[config.mk]
export PLATFORM = sky130hd
export DESIGN_NAME = loop_nest_ctrl
export DESIGN_NICKNAME = d
export VERILOG_FILES = /design/src/rtl/loop_nest_ctrl.sv
export SDC_FILE = /design/constraint.sdc
export NUM_CORES = 1
export LEC_CHECK = 0
export CELL_PAD_IN_SITES_DETAIL_PLACEMENT = 1
export CELL_PAD_IN_SITES_GLOBAL_PLACEMENT = 2
export CORE_MARGIN = 1.5
export CORE_UTILIZATION = 29
export DETAILED_ROUTE_END_ITERATION = 12
export GPL_TIMING_DRIVEN = 1
export PLACE_DENSITY_LB_ADDON = 0.1
export SLEW_MARGIN = 25
export SYNTH_ARGS = -nofsm -noshare
export SYNTH_HDL_FRONTEND = slang
export SYNTH_SLANG_ARGS = --single-unit
[constraint.sdc]
create_clock -name clk_i -period 2.19 [get_ports clk_i]
set_clock_uncertainty 0.1 [all_clocks]
set_input_delay 0.3285 -clock clk_i [delete_from_list [all_inputs] [get_ports clk_i]]
set_output_delay 0.3285 -clock clk_i [all_outputs]
set_load 0.01 [all_outputs]
[src/rtl/loop_nest_ctrl.sv]
// Three-level nested-loop sequencer (m outer, n middle, k inner) with inclusive bounds,
// streaming one (m,n,k) tuple per valid/ready handshake and flagging the first/last k step.
module loop_nest_ctrl #(
    parameter int WIDTH = 4
) (
    input  logic             clk_i,
    input  logic             rst_ni,
    input  logic             clear_i,
    input  logic             start_i,
    input  logic [WIDTH-1:0] bound_m_i,
    input  logic [WIDTH-1:0] bound_n_i,
    input  logic [WIDTH-1:0] bound_k_i,
    output logic             valid_o,
    input  logic             ready_i,
    output logic [WIDTH-1:0] idx_m_o,
    output logic [WIDTH-1:0] idx_n_o,
    output logic [WIDTH-1:0] idx_k_o,
    output logic             first_k_o,
    output logic             last_k_o,
    output logic             busy_o,
    output logic             done_o
);

    localparam logic [WIDTH-1:0] ZERO_C = {WIDTH{1'b0}};
    localparam logic [WIDTH-1:0] ONE_C  = {{(WIDTH-1){1'b0}}, 1'b1};

    typedef enum logic [1:0] {
        ST_IDLE = 2'd0,
        ST_RUN  = 2'd1,
        ST_DONE = 2'd2
    } state_t;

    state_t           state_r, state_s;
    logic [WIDTH-1:0] bnd_m_r, bnd_n_r, bnd_k_r;
    logic [WIDTH-1:0] bnd_m_s, bnd_n_s, bnd_k_s;
    logic [WIDTH-1:0] idx_m_r, idx_n_r, idx_k_r;
    logic [WIDTH-1:0] idx_m_s, idx_n_s, idx_k_s;
    logic             valid_r, first_k_r, last_k_r, busy_r, done_r;
    logic             valid_s, first_k_s, last_k_s, busy_s, done_s;
    logic             at_m_s, at_n_s, at_k_s;

    // Wrap detection compares against the latched bounds, so the +1 never overflows.
    assign at_m_s = (idx_m_r == bnd_m_r);
    assign at_n_s = (idx_n_r == bnd_n_r);
    assign at_k_s = (idx_k_r == bnd_k_r);

    // Next-state, bound latch and index advance.
    always_comb begin
        state_s = state_r;
        bnd_m_s = bnd_m_r;
        bnd_n_s = bnd_n_r;
        bnd_k_s = bnd_k_r;
        idx_m_s = idx_m_r;
        idx_n_s = idx_n_r;
        idx_k_s = idx_k_r;
        case (state_r)
            ST_IDLE: begin
                if (clear_i) begin
                    idx_m_s = ZERO_C;
                    idx_n_s = ZERO_C;
                    idx_k_s = ZERO_C;
                end else if (start_i) begin
                    state_s = ST_RUN;
                    bnd_m_s = bound_m_i;
                    bnd_n_s = bound_n_i;
                    bnd_k_s = bound_k_i;
                    idx_m_s = ZERO_C;
                    idx_n_s = ZERO_C;
                    idx_k_s = ZERO_C;
                end else begin
                    state_s = ST_IDLE;
                end
            end
            ST_RUN: begin
                if (clear_i) begin
                    state_s = ST_IDLE;
                    idx_m_s = ZERO_C;
                    idx_n_s = ZERO_C;
                    idx_k_s = ZERO_C;
                end else if (ready_i) begin
                    if (at_k_s && at_n_s && at_m_s) begin
                        state_s = ST_DONE;
                        idx_m_s = ZERO_C;
                        idx_n_s = ZERO_C;
                        idx_k_s = ZERO_C;
                    end else if (at_k_s) begin
                        idx_k_s = ZERO_C;
                        if (at_n_s) begin
                            idx_n_s = ZERO_C;
                            idx_m_s = idx_m_r + ONE_C;
                        end else begin
                            idx_n_s = idx_n_r + ONE_C;
                        end
                    end else begin
                        idx_k_s = idx_k_r + ONE_C;
                    end
                end else begin
                    state_s = ST_RUN;
                end
            end
            ST_DONE: begin
                state_s = ST_IDLE;
            end
            default: begin
                state_s = ST_IDLE;
                idx_m_s = ZERO_C;
                idx_n_s = ZERO_C;
                idx_k_s = ZERO_C;
            end
        endcase
    end

    // Output flags are derived from the next state so they register alongside the indices.
    always_comb begin
        valid_s   = (state_s == ST_RUN);
        first_k_s = valid_s && (idx_k_s == ZERO_C);
        last_k_s  = valid_s && (idx_k_s == bnd_k_s);
        busy_s    = (state_s != ST_IDLE);
        done_s    = (state_s == ST_DONE);
    end

    // State, bounds, indices and output registers.
    always_ff @(posedge clk_i or negedge rst_ni) begin
        if (!rst_ni) begin
            state_r   <= ST_IDLE;
            bnd_m_r   <= ZERO_C;
            bnd_n_r   <= ZERO_C;
            bnd_k_r   <= ZERO_C;
            idx_m_r   <= ZERO_C;
            idx_n_r   <= ZERO_C;
            idx_k_r   <= ZERO_C;
            valid_r   <= 1'b0;
            first_k_r <= 1'b0;
            last_k_r  <= 1'b0;
            busy_r    <= 1'b0;
            done_r    <= 1'b0;
        end else begin
            state_r   <= state_s;
            bnd_m_r   <= bnd_m_s;
            bnd_n_r   <= bnd_n_s;
            bnd_k_r   <= bnd_k_s;
            idx_m_r   <= idx_m_s;
            idx_n_r   <= idx_n_s;
            idx_k_r   <= idx_k_s;
            valid_r   <= valid_s;
            first_k_r <= first_k_s;
            last_k_r  <= last_k_s;
            busy_r    <= busy_s;
            done_r    <= done_s;
        end
    end

    assign valid_o   = valid_r;
    assign idx_m_o   = idx_m_r;
    assign idx_n_o   = idx_n_r;
    assign idx_k_o   = idx_k_r;
    assign first_k_o = first_k_r;
    assign last_k_o  = last_k_r;
    assign busy_o    = busy_r;
    assign done_o    = done_r;

endmodule
==> results of run 1 <==
[per-stage QoR]
step                      instance area (um2)  setup slack [ns]  TNS (ns)
after floorplan                          1559           0.01865         0
after global placement                   2137           -0.2006   -0.6990
after detailed placement                 2137           -0.3752    -1.319
after CTS                                2238          -0.05107  -0.07156
after global routing                     2275           -0.1317   -0.2139
final                                    2275          -0.04129  -0.04129
[state kept, by name (all words and copies together), names as in the netlist, 2 cells and up]
signal and flops:
bnd_k_r 4, bnd_m_r 4, bnd_n_r 4, idx_k_o 4
idx_m_o 4, idx_n_o 4, state_r 2
[cell type report]
cell class / instances / area [um2] / share of cell area (%)
multi-input combinational: 99 / 790.8 / 34.76
clock buffer: 6 / 72.57 / 3.190
tap: 70 / 87.58 / 3.850
inverter: 4 / 15.01 / 0.6601
sequential: 31 / 775.7 / 34.10
timing repair buffer: 60 / 533.0 / 23.43
[power by group]
| group | total, mW | switching [mW] | internal [mW] |
|---|---|---|---|
| Combinational | 0.389 | 0.170 | 0.218 |
| Sequential | 0.693 | 0.0526 | 0.641 |
| Clock | 0.407 | 0.196 | 0.211 |
[cells by family (layout without fill, tap and decap cells)]
family | Yosys count | count (layout)
compound gates | 21 | 21
xor+xnor | 16 | 16
fa+ha+maj | 3 | 3
buf+inv | 7 | 70
flops | 31 | 31
mux | 13 | 13
simple gates | 46 | 46
[per-layer routing]
metal	wire [um]	share of wire [%]
met4	83	2.0
met5	0	0
met3	145	3.5
met2	1894	46
met1	1979	48
[synthesized netlist by cell type, drive strengths merged]
library cell	instances	area [um2]
dfrtp	31	775.7
nand2	13	48.80
mux2	12	135.1
xnor2	11	96.34
nor2	7	26.28
nand3	6	30.03
o21ai	5	25.02
xor2	5	43.79
a22o	4	36.29
inv	4	15.01
nor4b	4	41.29
a21oi	3	18.77
ha	3	37.54
nand4	3	18.77
a211o	2	18.77
clkbuf	2	8.750
nand2b	2	12.51
nor3	2	10.01
nor3b	2	20.02
nor4	2	27.53
o22ai	2	12.51
or4	2	15.01
a211oi	1	7.510
a21o	1	7.510
and2	1	6.260
buf	1	11.26
mux2i	1	10.01
o21ba	1	10.01
o2bb2ai	1	8.760
o31a	1	8.760
or2	1	6.260
or3b	1	8.760
[critical path: stages, from the launching register on]
cell and delay (ns):
dfrtp_1 0.38, xor2_1 0.20, nor4_4 0.28, buf_4 0.18, nor4b_1 0.05, a211o_2 0.34, or4_1 0.52, nor2_1 0.11
[how the worst max path moves through the flow]
stage,start,endpoint,slack [ns],depth (start not counted)
4_1_cts,bnd_k_r[2]$_DFF_PN0_,first_k_o$_DFF_PN0_,-0.05,7
3_5_place_dp,clear_i,last_k_o$_DFF_PN0_,-0.38,8
5_1_grt,idx_k_o[2]$_DFF_PN0_,first_k_o$_DFF_PN0_,-0.13,7
2_1_floorplan,idx_k_o[1]$_DFF_PN0_,first_k_o$_DFF_PN0_,0.02,6
3_3_place_gp,clear_i,last_k_o$_DFF_PN0_,-0.20,7
6_report,bnd_k_r[2]$_DFF_PN0_,first_k_o$_DFF_PN0_,-0.04,7
[timing repair]
action                                  CTS  global route
gates resized for setup                   1             8
pin swaps                                 2             0
hold endpoints to repair                  0             0
endpoints found under the setup margin    2             9
buffers inserted                          3             0
==> results.md, run 1 <==
- Vias per cell: 4.700
- I/O pin total: 34
- Layout cells sized above 1: around 29%
- Syn Inst Count: between 100 and 150
- CP Data Required Time: 2.29 ns
- DRC Markers: 0
- Met3 usage: 4.551%
- Congestion Overflow GR: 0
- Pwr/cell area: around 650 mW/mm2
- Vias in the first global route: 1,382
- Tot Pwr: 1.489 mW
- First-pass GRT wire length: around 6900 um
- Synth Area in Compound Gates: 9.872%
- Initial DRC count: 42
- Seq cells post-synth: 31
- Final min period: between 2 and 2.5 ns
- Met1 usage: 19.97%
- Simple logic cell fraction of the synthesized area: 17.42%
- Diodes inserted: 0
- Arr. time, crit path: 2.34 ns
- Antenna violations before repair: 0
- Synth Area in XOR/XNOR: approximately 9%
- Worst setup path category: flip-flop to flip-flop
- Final Instance Count excl. Fillers: 270
- GR Layer Usage met2: 23.57%
- Layout area overhead: 45.91%
- Max Slew Vio Count: 0
- Clk slew on worst S/H paths: 0.06 ns
- FF-to-FF path depth: 7
- Final worst path period share: 101.9%
- Clock Tree Buf Depth: 2
- Site Rows: 26
- Initial core utilization: 30.33%
- Die Ht: approximately 76 um
- Wirelength per Cell: 15.20 um
- Nets@finish: 221
- Most common cell after layout, fill and taps aside: clkdlybuf4s50_1
- Violated checks: setup timing
- Gpl congestion: between 0.8 and 0.9
- Static leakage: 0.9808 nW
- Status: finished, violations left
- Antenna Nets Post-Route: 0
- CP endpoint kind: flip-flop
- Mapped cell area: 0.001559 mm2
- Clk sinks: 31
- Slew HR: 73.02%
- Port-buffer cells: 33
- Post-Synth Adder-Cell Area: 2.408%
- RSZ-0062 raised after global routing: yes
- Most used cells in the layout excluding fill and tap cells: 33 x clkdlybuf4s50_1, 31 x dfrtp_1, 27 x buf_4
- Hold_buf cts: 0
- Via count: 1,269
- Worst Hold Class: input pin to asynchronous set/reset pin
- Top Usage Layer GRT: met2
- Gr usage total: 15.33%
- Die Area: ~0.0058 mm2
- Peak supply drop: 0.2849 mV
- R2r setup slk: -0.04 ns
- Setup-failing EPs final: 1
- Syn nets: 157
- Synth cell types: 39
- Core ar.: 0.005140 mm2
- Clk Latency, worst-skew pair: roughly 0.28 ns
- Worst-Margin Slew: 0.4046 ns
- Drt total wl: 4103 um
- H-tree depth: 2
- Ys Warns: 0
- Largest family of logic cells by synthesized area: simple AND/OR/NAND/NOR gates
- CTS tree: done
- Number of max-cap violations: 0
- Syn_area_per_cell: ~11 um2
- Die Wd: roughly 76 um
- Largest net degree at the start of global routing: 32
- Worst reg2reg path endpoint: first_k_o$_DFF_PN0_
- Sequential fraction of the synthesis area: 49.76%
- Post-DP HPWL: 3124 um
- Multiplexer share of the synthesized area: 9.310%
- DR pass1 iterations: 2
- Final hold violations: 0
- CP Max Fanout: 5
- Fmax: 448.2 MHz
- Placed Instances: approximately 260
- Final Util: 44.26%
- Cts bufs inserted: 5
- Layout filler cell count: 591
- CTS root buf: clkbuf_8
- Startpoint types: flip-flop
- Hold Slack: between 0.3 and 0.4 ns
- Critical R2R Launch: bnd_k_r[2]$_DFF_PN0_
- Setup ws final: -0.04129 ns
Note: power is estimated with default switching activity, not from simulation.
==> run 2: changes to the inputs <==
--- a/config.mk
+++ b/config.mk
@@ -7,7 +7,6 @@
 export LEC_CHECK = 0
 export CELL_PAD_IN_SITES_DETAIL_PLACEMENT = 1
 export CELL_PAD_IN_SITES_GLOBAL_PLACEMENT = 2
-export CORE_MARGIN = 1.5
 export CORE_UTILIZATION = 29
 export DETAILED_ROUTE_END_ITERATION = 12
 export GPL_TIMING_DRIVEN = 1
==> run 2 against run 1 <==
The flow still finishes with violations (setup timing). Worst setup slack gained 0.015 ns. Hold slack lost 0.011 ns. Combinational power grew 4%. Critical path type unchanged.
==> results.md, run 2 (synthesized netlist as in run 1, its figures left out) <==
- Status: finished, violations left
- Violated checks: setup timing
- Final Instance Count excl. Fillers: 272 (+0.74%)
- Antenna violations before repair: 0 (unchanged)
- Layout area overhead: 51.28%
- I/O pin total: 34 (unchanged)
- CTS root buf: clkbuf_8
- Drt total wl: 4107 um (about the same)
- Clock Tree Buf Depth: 2 (unchanged)
- Peak supply drop: 0.3658 mV (+28%)
- Initial core utilization: 30.33% (unchanged)
- CP Max Fanout: 4 (-1)
- Max Slew Vio Count: 0 (unchanged)
- Worst setup path category: flip-flop to flip-flop
- H-tree depth: 2 (unchanged)
- Setup-failing EPs final: 1 (unchanged)
- Number of max-cap violations: 0 (unchanged)
- Final worst path period share: 101.2% (-0.69 points)
- Most common cell after layout, fill and taps aside: clkdlybuf4s50_1
- Static leakage: 1.012 nW (+3.2%)
- Cts bufs inserted: 5 (unchanged)
- Clk slew on worst S/H paths: 0.07 ns (about the same)
- Initial DRC count: 25 (-40%)
- Via count: 1,271 (+0.16%)
- FF-to-FF path depth: 7 (unchanged)
- Final hold violations: 0 (unchanged)
- Post-DP HPWL: 3033 um (-2.9%)
- CP endpoint kind: flip-flop
- Worst-Margin Slew: 0.4017 ns (-0.002976 ns)
- Fmax: 451.2 MHz (+0.68%)
- Die Area: 0.005673 mm2 (-2.6%)
- Placed Area: 0.002130 mm2 (-0.35%)
- Core ar.: 0.005140 mm2 (unchanged)
- Vias in the first global route: 1,320 (-4.5%)
- Gr usage total: 16.09% (+0.76 points)
- Die Ht: 75.32 um (-1.3%)
- Die Wd: 75.32 um (-1.3%)
- DR pass1 iterations: 4 (+2)
- CTS tree: done
- Hold_buf cts: 0 (unchanged)
- Diodes inserted: 0 (unchanged)
- Clk sinks: 31 (unchanged)
- Met3 Routed Length: 183 um (+26%)
- DRC Markers: 0 (unchanged)
- Slew HR: 73.22% (+0.20 points)
- Site Rows: 26 (unchanged)
- Uppermost layer routed: met4
- Worst Hold Class: input pin to asynchronous set/reset pin
- Placed Instances: 260 (-0.38%)
- Startpoint types: flip-flop
- Most used cells in the layout excluding fill and tap cells: 32 x clkdlybuf4s50_1, 31 x dfrtp_1, 26 x buf_4
- Worst slack, placed: -0.3668 ns (+0.008475 ns)
- Tot Pwr: 1.602 mW (+7.5%)
- Wirelength per Cell: 15.10 um (-0.64%)
- Congestion Overflow GR: 0 (unchanged)
- Vias per cell: 4.673 (-0.58%)
- Metal2 WL: 1968 um (+3.9%)
- RSZ-0062 raised after global routing: yes
- Gpl congestion: 0.7589 (-6.3%)
- Port-buffer cells: 33 (unchanged)
- Pwr/cell area: 679.1 mW/mm2 (+3.7%)
- Arr. time, crit path: 2.33 ns (about the same)
- Clk Latency, worst-skew pair: 0.28 ns (about the same)
- Setup ws final: -0.02621 ns (+0.01508 ns)
- Metal-1 WL: 1948 um (-1.6%)
- Finished Cell Area: 0.002359 mm2 (+3.7%)
- Antenna Nets Post-Route: 0 (unchanged)
- Final min period: 2.216 ns (-0.01508 ns)
- Layout cells sized above 1: 33.66% (+4.7 points)
- First-pass GRT wire length: 6617 um (-3.6%)
- Largest net degree at the start of global routing: 32 (unchanged)
- Nets@finish: 221 (unchanged)
- CP Data Required Time: 2.30 ns (about the same)
[run 2: cell count changes in the layout (fill, tap and decap cells not counted), sizes merged]
cell,previous run,this run
clkbuf,6,8
clkdlybuf4s50,33,32
dlymetal6s2s,0,1
[run 2: final cells by class]
class	instances	area [um2]
clock buffer	8	100.1
fill	586	2781
multi-input combinational	99	840.8
inverter	4	15.01
tap	70	87.58
sequential	31	775.7
timing repair buffer	60	539.3
[run 2: final timing paths]
path / startpoint / to / slack [ns]
max: bnd_k_r[2]$_DFF_PN0_ / first_k_o$_DFF_PN0_ / -0.03
max in group asynchronous: rst_ni / bnd_m_r[2]$_DFFE_PN0P_ / 1.34
min: rst_ni / done_o$_DFF_PN0_ / 0.34
min in group clk_i: bnd_m_r[1]$_DFFE_PN0P_ / bnd_m_r[1]$_DFFE_PN0P_ / 0.43
max reg2reg: bnd_k_r[2]$_DFF_PN0_ / first_k_o$_DFF_PN0_ / -0.03
min reg2reg: bnd_m_r[1]$_DFFE_PN0P_ / bnd_m_r[1]$_DFFE_PN0P_ / 0.43
[run 2: critical path, stage by stage, from the launching register on]
cell and delay [ns]:
dfrtp_1 0.41, xor2_2 0.21, nor4_4 0.27, buf_4 0.19
a21oi_2 0.06, a211o_1 0.31, or4_4 0.52, nor2_2 0.09
[run 2: through the flow]
| step | hold slack [ns] | util (%) | setup TNS (ns) |
|---|---|---|---|
| after detailed placement | 0.4207 | 41.43 | -1.067 |
| after CTS | 0.3635 | 44.45 | -0.03350 |
| after global routing | 0.3715 | 45.89 | -0.5279 |
| final | 0.3357 | 45.89 | -0.02621 |
| after floorplan | -0.06709 | - | 0 |
| after global placement | 0.4167 | 41.43 | -0.6584 |
[run 2: layer usage]
metal / GRT usage, % / vias up
met5: 0 / -
met4: 3.086 / 0
met3: 4.497 / 2
met2: 25.20 / 26
met1: 22.47 / 628
li1: - / 615
[run 2: what timing repair did]
item	CTS	global route
setup buffers	2	2
pin swaps	7	6
endpoints found under the setup margin	2	6
resized for setup	7	14
[run 2: where the power goes]
part	switching, mW	internal, mW
clock	0.210	0.287
combinational	0.174	0.232
sequential	0.0577	0.641
total	0.442	1.16
